$ cat config.mk
export PLATFORM = sky130hd
export DESIGN_NAME = vga_out
export DESIGN_NICKNAME = d
export VERILOG_FILES = /design/src/rtl/vga_pkg.sv /design/src/rtl/vga_sync_delay.sv /design/src/rtl/vga_out.sv
export SDC_FILE = /design/constraint.sdc
export NUM_CORES = 1
export LEC_CHECK = 0
export CAP_MARGIN = 10
export CORE_MARGIN = 3
export CORE_UTILIZATION = 30
export CTS_BUF_LIST = sky130_fd_sc_hd__clkbuf_2 sky130_fd_sc_hd__clkbuf_4 sky130_fd_sc_hd__clkbuf_8
export CTS_CLUSTER_SIZE = 12
export DETAILED_ROUTE_END_ITERATION = 16
export PLACE_DENSITY = 0.62
export SYNTH_ARGS = -nofsm -noshare
export SYNTH_HDL_FRONTEND = slang
export SYNTH_SLANG_ARGS = --single-unit
$ cat constraint.sdc
create_clock -name vga_clk -period 5.2 [get_ports vga_clk]
set_input_delay 0.78 -clock vga_clk [delete_from_list [all_inputs] [get_ports vga_clk]]
set_output_delay 0.78 -clock vga_clk [all_outputs]
set_load 0.01 [all_outputs]
$ cat src/rtl/vga_pkg.sv
// vga_pkg: default 640x480@60 timing, derived totals, counter width and
// colour-bar constants shared by the VGA output path.
package vga_pkg;

  localparam int CNT_W = 10;

  localparam int H_ACTIVE_D = 640;
  localparam int H_FP_D     = 16;
  localparam int H_SYNC_D   = 96;
  localparam int H_BP_D     = 48;
  localparam int V_ACTIVE_D = 480;
  localparam int V_FP_D     = 10;
  localparam int V_SYNC_D   = 2;
  localparam int V_BP_D     = 33;

  localparam int H_TOTAL_D      = H_ACTIVE_D + H_FP_D + H_SYNC_D + H_BP_D;
  localparam int V_TOTAL_D      = V_ACTIVE_D + V_FP_D + V_SYNC_D + V_BP_D;
  localparam int H_SYNC_START_D = H_ACTIVE_D + H_FP_D;
  localparam int H_SYNC_END_D   = H_SYNC_START_D + H_SYNC_D;
  localparam int V_SYNC_START_D = V_ACTIVE_D + V_FP_D;
  localparam int V_SYNC_END_D   = V_SYNC_START_D + V_SYNC_D;

  // Colour bars are 80 pixels wide, eight across the active line
  localparam int BAR_W = 80;

  localparam logic [23:0] BAR_WHITE   = 24'hFFFFFF;
  localparam logic [23:0] BAR_YELLOW  = 24'hFFFF00;
  localparam logic [23:0] BAR_CYAN    = 24'h00FFFF;
  localparam logic [23:0] BAR_GREEN   = 24'h00FF00;
  localparam logic [23:0] BAR_MAGENTA = 24'hFF00FF;
  localparam logic [23:0] BAR_RED     = 24'hFF0000;
  localparam logic [23:0] BAR_BLUE    = 24'h0000FF;
  localparam logic [23:0] BAR_BLACK   = 24'h000000;

  // Timing flags travelling down the pixel-latency delay line
  typedef struct packed {
    logic hsync;
    logic vsync;
    logic de;
    logic frame_start;
  } sync_t;

  localparam sync_t SYNC_IDLE = '{hsync: 1'b1, vsync: 1'b1, de: 1'b0, frame_start: 1'b0};

  function automatic logic [2:0] bar_idx(input logic [CNT_W-1:0] x);
    return 3'(x / CNT_W'(BAR_W));
  endfunction

  function automatic logic [23:0] bar_rgb(input logic [2:0] idx);
    case (idx)
      3'd0:    return BAR_WHITE;
      3'd1:    return BAR_YELLOW;
      3'd2:    return BAR_CYAN;
      3'd3:    return BAR_GREEN;
      3'd4:    return BAR_MAGENTA;
      3'd5:    return BAR_RED;
      3'd6:    return BAR_BLUE;
      default: return BAR_BLACK;
    endcase
  endfunction

endpackage

$ cat src/rtl/vga_sync_delay.sv
// vga_sync_delay: fixed-depth shift register that lines timing flags up with
// the image source latency; stages reset asynchronously to IDLE.
module vga_sync_delay #(
  parameter int               DEPTH = 1,
  parameter int               WIDTH = 4,
  parameter logic [WIDTH-1:0] IDLE  = '0
) (
  input  logic             vga_clk,
  input  logic             arst_n,
  input  logic [WIDTH-1:0] d,
  output logic [WIDTH-1:0] q
);

  logic [WIDTH-1:0] stage [DEPTH];

  // Shift one stage per pixel clock
  always_ff @(posedge vga_clk or negedge arst_n) begin
    if (!arst_n) begin
      for (int i = 0; i < DEPTH; i++) stage[i] <= IDLE;
    end else begin
      stage[0] <= d;
      for (int i = 1; i < DEPTH; i++) stage[i] <= stage[i-1];
    end
  end

  assign q = stage[DEPTH-1];

endmodule

$ cat src/rtl/vga_out.sv
// vga_out: 640x480 VGA timing master and pixel sink. Issues coordinates to an
// image source, takes its RGB PIX_LAT clocks later and drives registered,
// blank-masked RGB with aligned sync, de and frame_start.
// Optional build macro VGA_OUT_PATTERN_EN adds pattern_sel for colour bars.
module vga_out
  import vga_pkg::*;
#(
  parameter int H_ACTIVE = H_ACTIVE_D,
  parameter int H_FP     = H_FP_D,
  parameter int H_SYNC   = H_SYNC_D,
  parameter int H_BP     = H_BP_D,
  parameter int V_ACTIVE = V_ACTIVE_D,
  parameter int V_FP     = V_FP_D,
  parameter int V_SYNC   = V_SYNC_D,
  parameter int V_BP     = V_BP_D,
  parameter int PIX_LAT  = 1
) (
  input  logic             vga_clk,
  input  logic             arst_n,
`ifdef VGA_OUT_PATTERN_EN
  input  logic             pattern_sel,
`endif
  output logic [CNT_W-1:0] pix_x,
  output logic [CNT_W-1:0] pix_y,
  output logic             pix_req,
  input  logic [7:0]       red,
  input  logic [7:0]       green,
  input  logic [7:0]       blue,
  output logic [7:0]       vga_r,
  output logic [7:0]       vga_g,
  output logic [7:0]       vga_b,
  output logic             vga_hsync,
  output logic             vga_vsync,
  output logic             vga_de,
  output logic             frame_start
);

  localparam int H_TOTAL = H_ACTIVE + H_FP + H_SYNC + H_BP;
  localparam int V_TOTAL = V_ACTIVE + V_FP + V_SYNC + V_BP;

  localparam logic [CNT_W-1:0] H_LAST   = CNT_W'(H_TOTAL - 1);
  localparam logic [CNT_W-1:0] V_LAST   = CNT_W'(V_TOTAL - 1);
  localparam logic [CNT_W-1:0] H_ACT_C  = CNT_W'(H_ACTIVE);
  localparam logic [CNT_W-1:0] V_ACT_C  = CNT_W'(V_ACTIVE);
  localparam logic [CNT_W-1:0] HS_START = CNT_W'(H_ACTIVE + H_FP);
  localparam logic [CNT_W-1:0] HS_END   = CNT_W'(H_ACTIVE + H_FP + H_SYNC);
  localparam logic [CNT_W-1:0] VS_START = CNT_W'(V_ACTIVE + V_FP);
  localparam logic [CNT_W-1:0] VS_END   = CNT_W'(V_ACTIVE + V_FP + V_SYNC);

  logic [CNT_W-1:0] h_cnt;
  logic [CNT_W-1:0] v_cnt;
  sync_t            raw_sync;
  sync_t            dly_sync;
  logic [23:0]      pix_rgb;

  // Free-running raster counters; v advances on every h wrap
  always_ff @(posedge vga_clk or negedge arst_n) begin
    if (!arst_n) begin
      h_cnt <= '0;
      v_cnt <= '0;
    end else if (h_cnt == H_LAST) begin
      h_cnt <= '0;
      v_cnt <= (v_cnt == V_LAST) ? '0 : v_cnt + 1'b1;
    end else begin
      h_cnt <= h_cnt + 1'b1;
    end
  end

  assign pix_x   = h_cnt;
  assign pix_y   = v_cnt;
  assign pix_req = (h_cnt < H_ACT_C) && (v_cnt < V_ACT_C);

  assign raw_sync.hsync       = !((h_cnt >= HS_START) && (h_cnt < HS_END));
  assign raw_sync.vsync       = !((v_cnt >= VS_START) && (v_cnt < VS_END));
  assign raw_sync.de          = pix_req;
  assign raw_sync.frame_start = (h_cnt == '0) && (v_cnt == '0);

  vga_sync_delay #(
    .DEPTH (PIX_LAT),
    .WIDTH (4),
    .IDLE  (SYNC_IDLE)
  ) u_sync_delay (
    .vga_clk (vga_clk),
    .arst_n  (arst_n),
    .d       (raw_sync),
    .q       (dly_sync)
  );

`ifdef VGA_OUT_PATTERN_EN
  logic [2:0] raw_bar;
  logic [2:0] dly_bar;

  assign raw_bar = bar_idx(h_cnt);

  // Bar index follows the same latency as the timing flags
  vga_sync_delay #(
    .DEPTH (PIX_LAT),
    .WIDTH (3),
    .IDLE  (3'd0)
  ) u_bar_delay (
    .vga_clk (vga_clk),
    .arst_n  (arst_n),
    .d       (raw_bar),
    .q       (dly_bar)
  );

  assign pix_rgb = pattern_sel ? bar_rgb(dly_bar) : {red, green, blue};
`else
  assign pix_rgb = {red, green, blue};
`endif

  // Output register: RGB forced to zero outside active video so blanking
  // values from the source (including X) never reach the DAC
  always_ff @(posedge vga_clk or negedge arst_n) begin
    if (!arst_n) begin
      vga_r       <= '0;
      vga_g       <= '0;
      vga_b       <= '0;
      vga_hsync   <= 1'b1;
      vga_vsync   <= 1'b1;
      vga_de      <= 1'b0;
      frame_start <= 1'b0;
    end else begin
      vga_hsync   <= dly_sync.hsync;
      vga_vsync   <= dly_sync.vsync;
      vga_de      <= dly_sync.de;
      frame_start <= dly_sync.frame_start;
      if (dly_sync.de) {vga_r, vga_g, vga_b} <= pix_rgb;
      else             {vga_r, vga_g, vga_b} <= '0;
    end
  end

endmodule

Yosys cells after proc, flatten, opt, wreduce, memory -nomap -nowiden
Cells that the tools add are included.
- bits of input ports: 26
- logic and storage cells: 33
- register bits: 52
- add/sub/neg operators: 2
- $lt $le $gt $ge: 6
- equality and inequality tests: 2
- muxes and demuxes: 5
- reductions and logical operators: 8
- operator list (operator ; number):
    8-bit two-way mux ; 3
    10-bit by 1-bit adder with 10-bit output, second input constant ; 2
    10-bit equality test, second input constant ; 2
    10-bit zero test ; 2
    10-bit < comparator, second input constant ; 2
    10-bit by 9-bit < comparator with 1-bit output, second input constant ; 2
    10-bit two-way mux ; 2
    10-bit >= comparator, second input constant ; 1
    10-bit by 9-bit >= comparator with 1-bit output, second input constant ; 1
    1-bit logical AND ; 4
    1-bit zero test ; 2

Longest topological paths before layout
- depth in word-level cells: 3
- depth in mapped cells: 6

By module
From an unflattened synthesis, not the netlist that was laid out.
- cells, all modules: 173
- area, all modules: 2064.5 um^2
- by module, submodules not included (module ; instances ; area each (um^2) ; sequential area each (um^2) ; cells each):
    vga_out ; 1 ; 1961.9 ; 1203.7 ; 169
    vga_sync_delay ; 1 ; 102.6 ; 102.6 ; 4

Worst setup path before layout
Ideal clock, no wire load.
- kind: register to register
- start: reg h_cnt[5] (netlist: pix_x[5])
- end: reg v_cnt[9] (netlist: pix_y[9])
- setup slack: 3268 ps
- cell stages (with the launch flop): 5
- data required time: 5075 ps
- arrival: 1807 ps
- buffers on the path: 0
- path through: dfrtp_1 -> or4b_4 -> or4_4 -> o21ai_0 -> a211oi_1
- longest elaborated chain between the ends: 1
- ends and longest elaborated chain (item ; line ; source):
    from (decl) ; vga_out.sv:50 ; logic [CNT_W-1:0] h_cnt;
    from (signal assigned) ; vga_out.sv:65 ; h_cnt <= h_cnt + 1'b1;
    10-bit equality test ; vga_out.sv:61 ; end else if (h_cnt == H_LAST) begin
    to (signal assigned) ; vga_out.sv:63 ; v_cnt <= (v_cnt == V_LAST) ? '0 : v_cnt + 1'b1;
    to (decl) ; vga_out.sv:51 ; logic [CNT_W-1:0] v_cnt;
No other way between the ends.
A chain may end at the register's enable or synchronous reset.

Worst setup path in the final report
- start: reg v_cnt[5] (netlist: pix_y[5])
- end: out pix_req
- longest elaborated chain between the ends: 2
- ends and longest elaborated chain (item ; line ; source):
    10-bit by 9-bit < comparator with 1-bit output ; vga_out.sv:71 ; assign pix_req = (h_cnt < H_ACT_C) && (v_cnt < V_ACT_C);
    1-bit logical AND ; vga_out.sv:71 ;
    to (decl) ; vga_out.sv:25 ; output logic pix_req,
No other way between the ends.

==> impl_metrics.env <==
export IMPL_status="finished, final reports clean"
export IMPL_cts_sinks=52
export IMPL_cp_slowest_cell="clkdlybuf4s50_1"
export IMPL_hold_end="frame_start"
export IMPL_peakVddDrop_mv=0.0946
export IMPL_timing_final_hold_violations=0
export IMPL_synth_most_common_cell="dfrtp_1"
export IMPL_synth_seq_cells=52
export IMPL_max_cap_viol_count=0
export IMPL_clk_latency_ns=0.30
export IMPL_async_flop_share=1.00
export IMPL_synth_largest_area_cell="dfrtp_1"
export IMPL_post_cts_repair_setup_buffers=0
export IMPL_timing_rr_start="pix_x[5]"
export IMPL_drt_iter0_markers=50
export IMPL_fmax_mhz=395
export IMPL_route_detailed_drc=0
export IMPL_yosysSeqAreaShare=0.633
export IMPL_die_w_um=88.9
export IMPL_ys_warn_count=0
export IMPL_path_cells="and4_1 -> nor2_1 -> clkdlybuf4s50_1"
export IMPL_first_pass_iters=4
export IMPL_power_w=0.000787
export IMPL_worst_setup_path_start_kind="flop"
export IMPL_coreArea_um2=6490
export IMPL_synth_top_area_share=0.582
export IMPL_antenna_found_initial=0
export IMPL_synth_area_per_cell_um2=12.1
export IMPL_finalSetupTns_ns=0
export IMPL_r2r_slack_ns=3.05
export IMPL_timing_rr_end="pix_y[4]"
export IMPL_hold_buffers=0
export IMPL_area_growth_pct=46.2
export IMPL_hold_depth=0
export IMPL_tightest_slew_ns=0.654
export IMPL_min_period_ns=2.53
export IMPL_clock_skew_final_ns=0.00567
export IMPL_gp_congestion=0.762
export IMPL_synth_cell_types=34
export IMPL_fin_ws_ns=2.67
export IMPL_tritoncts="done"
export IMPL_setup_violations=0
export IMPL_grt_overflow=0
export IMPL_wl_per_cell_um=14.5
export IMPL_dp_hpwl_um=3320
export IMPL_crit_buf_inv=1
export IMPL_htreeDepth=2
export IMPL_nets=278
export IMPL_dieArea_um2=7910
export IMPL_grt_pass1_vias=1505
export IMPL_critPathMaxStageDelay_ns=0.57
export IMPL_clk_pin_slew_worst_paths_ns=0.09
export IMPL_ios=75
export IMPL_ys_top_cells_by_area="dfrtp_1, and2_1, dfstp_2"
export IMPL_viasPerCell=4.72
export IMPL_wl_um=4700
export IMPL_synth_edf_count=0
export IMPL_vias=1533
export IMPL_portBuffers=74
export IMPL_synth_nets=200
export IMPL_final_cells=325
export IMPL_power_density_nw_per_um2=261
export IMPL_slew_headroom=0.564
export IMPL_crit_fanout=7
export IMPL_critPathTopFamily="buffers and inverters"
export IMPL_die_h_um=88.9
export IMPL_required_ns=4.42
export IMPL_cts_repair_resized=0
export IMPL_n_fill_cell=595
export IMPL_start_util=0.318
export IMPL_endpoint_kind="primary output"
export IMPL_met3WireLength_um=378
export IMPL_syn_inst=170
export IMPL_ys_top_cells_by_count="dfrtp_1, and2_1, nand4_1, nor2_1"
export IMPL_hold_start="u_sync_delay.q[0]"
export IMPL_slew_viol_final=0
export IMPL_drive_gt1_frac=0.0806
export IMPL_ys_flop_type="dfrtp_1"
export IMPL_arrival_ns=1.75
export IMPL_clock_tree_root_cell="clkbuf_8"
export IMPL_hold_path_class="reg -> reg"
export IMPL_reg2regPathDepth=4
export IMPL_ant_nets=0
export IMPL_wl_met1_um=2280
export IMPL_finalCritPeriodShare=0.487
export IMPL_track_usage=0.125
export IMPL_ctsLongestPathBuffers=2
export IMPL_rsz0062_at_grt="false"
export IMPL_grt_pass1_wl_um=7630
export IMPL_diodes=0
export IMPL_leakagePower_nw=1.26
export IMPL_path_class="reg -> out"
export IMPL_dp_worst_setup_slack_ns=3.00
export IMPL_dp_cells=318
export IMPL_num_rows=29
export IMPL_synth_area_um2=2060
export IMPL_wl_met2_um=1990
export IMPL_top_layer_used="met4"
export IMPL_grt_max_degree=53
export IMPL_cts_buffers=5
==> per-layer routing <==
layer | global-route usage | vias up
met2 | 0.190 | 71
met4 | 0.0365 | 0
met1 | 0.174 | 721
met3 | 0.0378 | 6
li1 | - | 735
met5 | 0 | -
==> placed cells by master, fill, tap and decap left out, drive strengths merged, types with 2 or more instances in the layout <==
master	synthesis	routed
clkdlybuf4s50	0	73
dfrtp	48	48
and2	26	26
nor2	10	10
nand4	9	9
inv	7	7
nand2	7	7
xnor2	6	6
nand3	5	5
nor4	5	5
clkbuf	4	5
xor2	4	4
and3	4	4
ha	4	4
dfstp	4	4
o21ai	3	3
o31ai	2	2
or3	2	2
and4	2	2
nor2b	2	2
mux2	2	2
a2bb2oi	2	2
bufinv	0	2
or4	2	2
buf	0	2
==> flip-flops by register name, indices dropped and copies added (netlist names) <==
name,count
pix_y,10
frame_start,1
vga_r,8
u_sync_delay.q,4
vga_vsync,1
pix_x,10
vga_de,1
vga_b,8
vga_hsync,1
vga_g,8
==> report_power, final <==
part,internal (W),total [W],switching (W)
clock,0.000189,0.000315,0.000125
sequential,0.000413,0.000416,0.00000229
combinational,0.0000367,0.0000567,0.0000200
total,0.000639,0.000787,0.000148
==> metrics by stage <==
stage	hold slack, ns	util	cell area, µm²
floorplan	0.331	-	2060
global placement	0.336	0.445	2890
detailed placement	0.342	0.445	2890
CTS	0.361	0.464	3020
global route	0.362	0.464	3020
finish	0.354	0.464	3020
==> cell families (layout without fill, tap and decap cells) <==
group | after synthesis | after routing | synth area share
multiplexers | 2 | 2 | 0.0109
adder cells (fa/ha/maj) | 4 | 4 | 0.0243
AO/OA/AOI/OAI | 13 | 13 | 0.0443
buffers and inverters | 11 | 89 | 0.0200
flip-flops | 52 | 52 | 0.633
AND/OR/NAND/NOR | 78 | 78 | 0.225
XOR/XNOR | 10 | 10 | 0.0424
==> how the worst max path moves through the flow <==
stage,endpoint,cells past startpoint,startpoint
floorplan,pix_y[9],4,pix_x[5]
global placement,pix_req,4,pix_x[7]
detailed placement,pix_req,3,pix_y[5]
CTS,pix_req,3,pix_y[5]
global route,pix_req,3,pix_y[5]
finish,pix_req,3,pix_y[5]
==> layout make-up <==
type | count | area [µm²] | area share
clock buffer | 5 | 68.8 | 0.0228
clock inverter | 2 | 60.1 | 0.0199
inverter | 7 | 26.3 | 0.00871
multi-input combinational | 107 | 716 | 0.237
sequential | 52 | 1310 | 0.433
tap | 77 | 96.3 | 0.0319
timing repair buffer | 75 | 743 | 0.246
(Power assumes the default switching activity.)
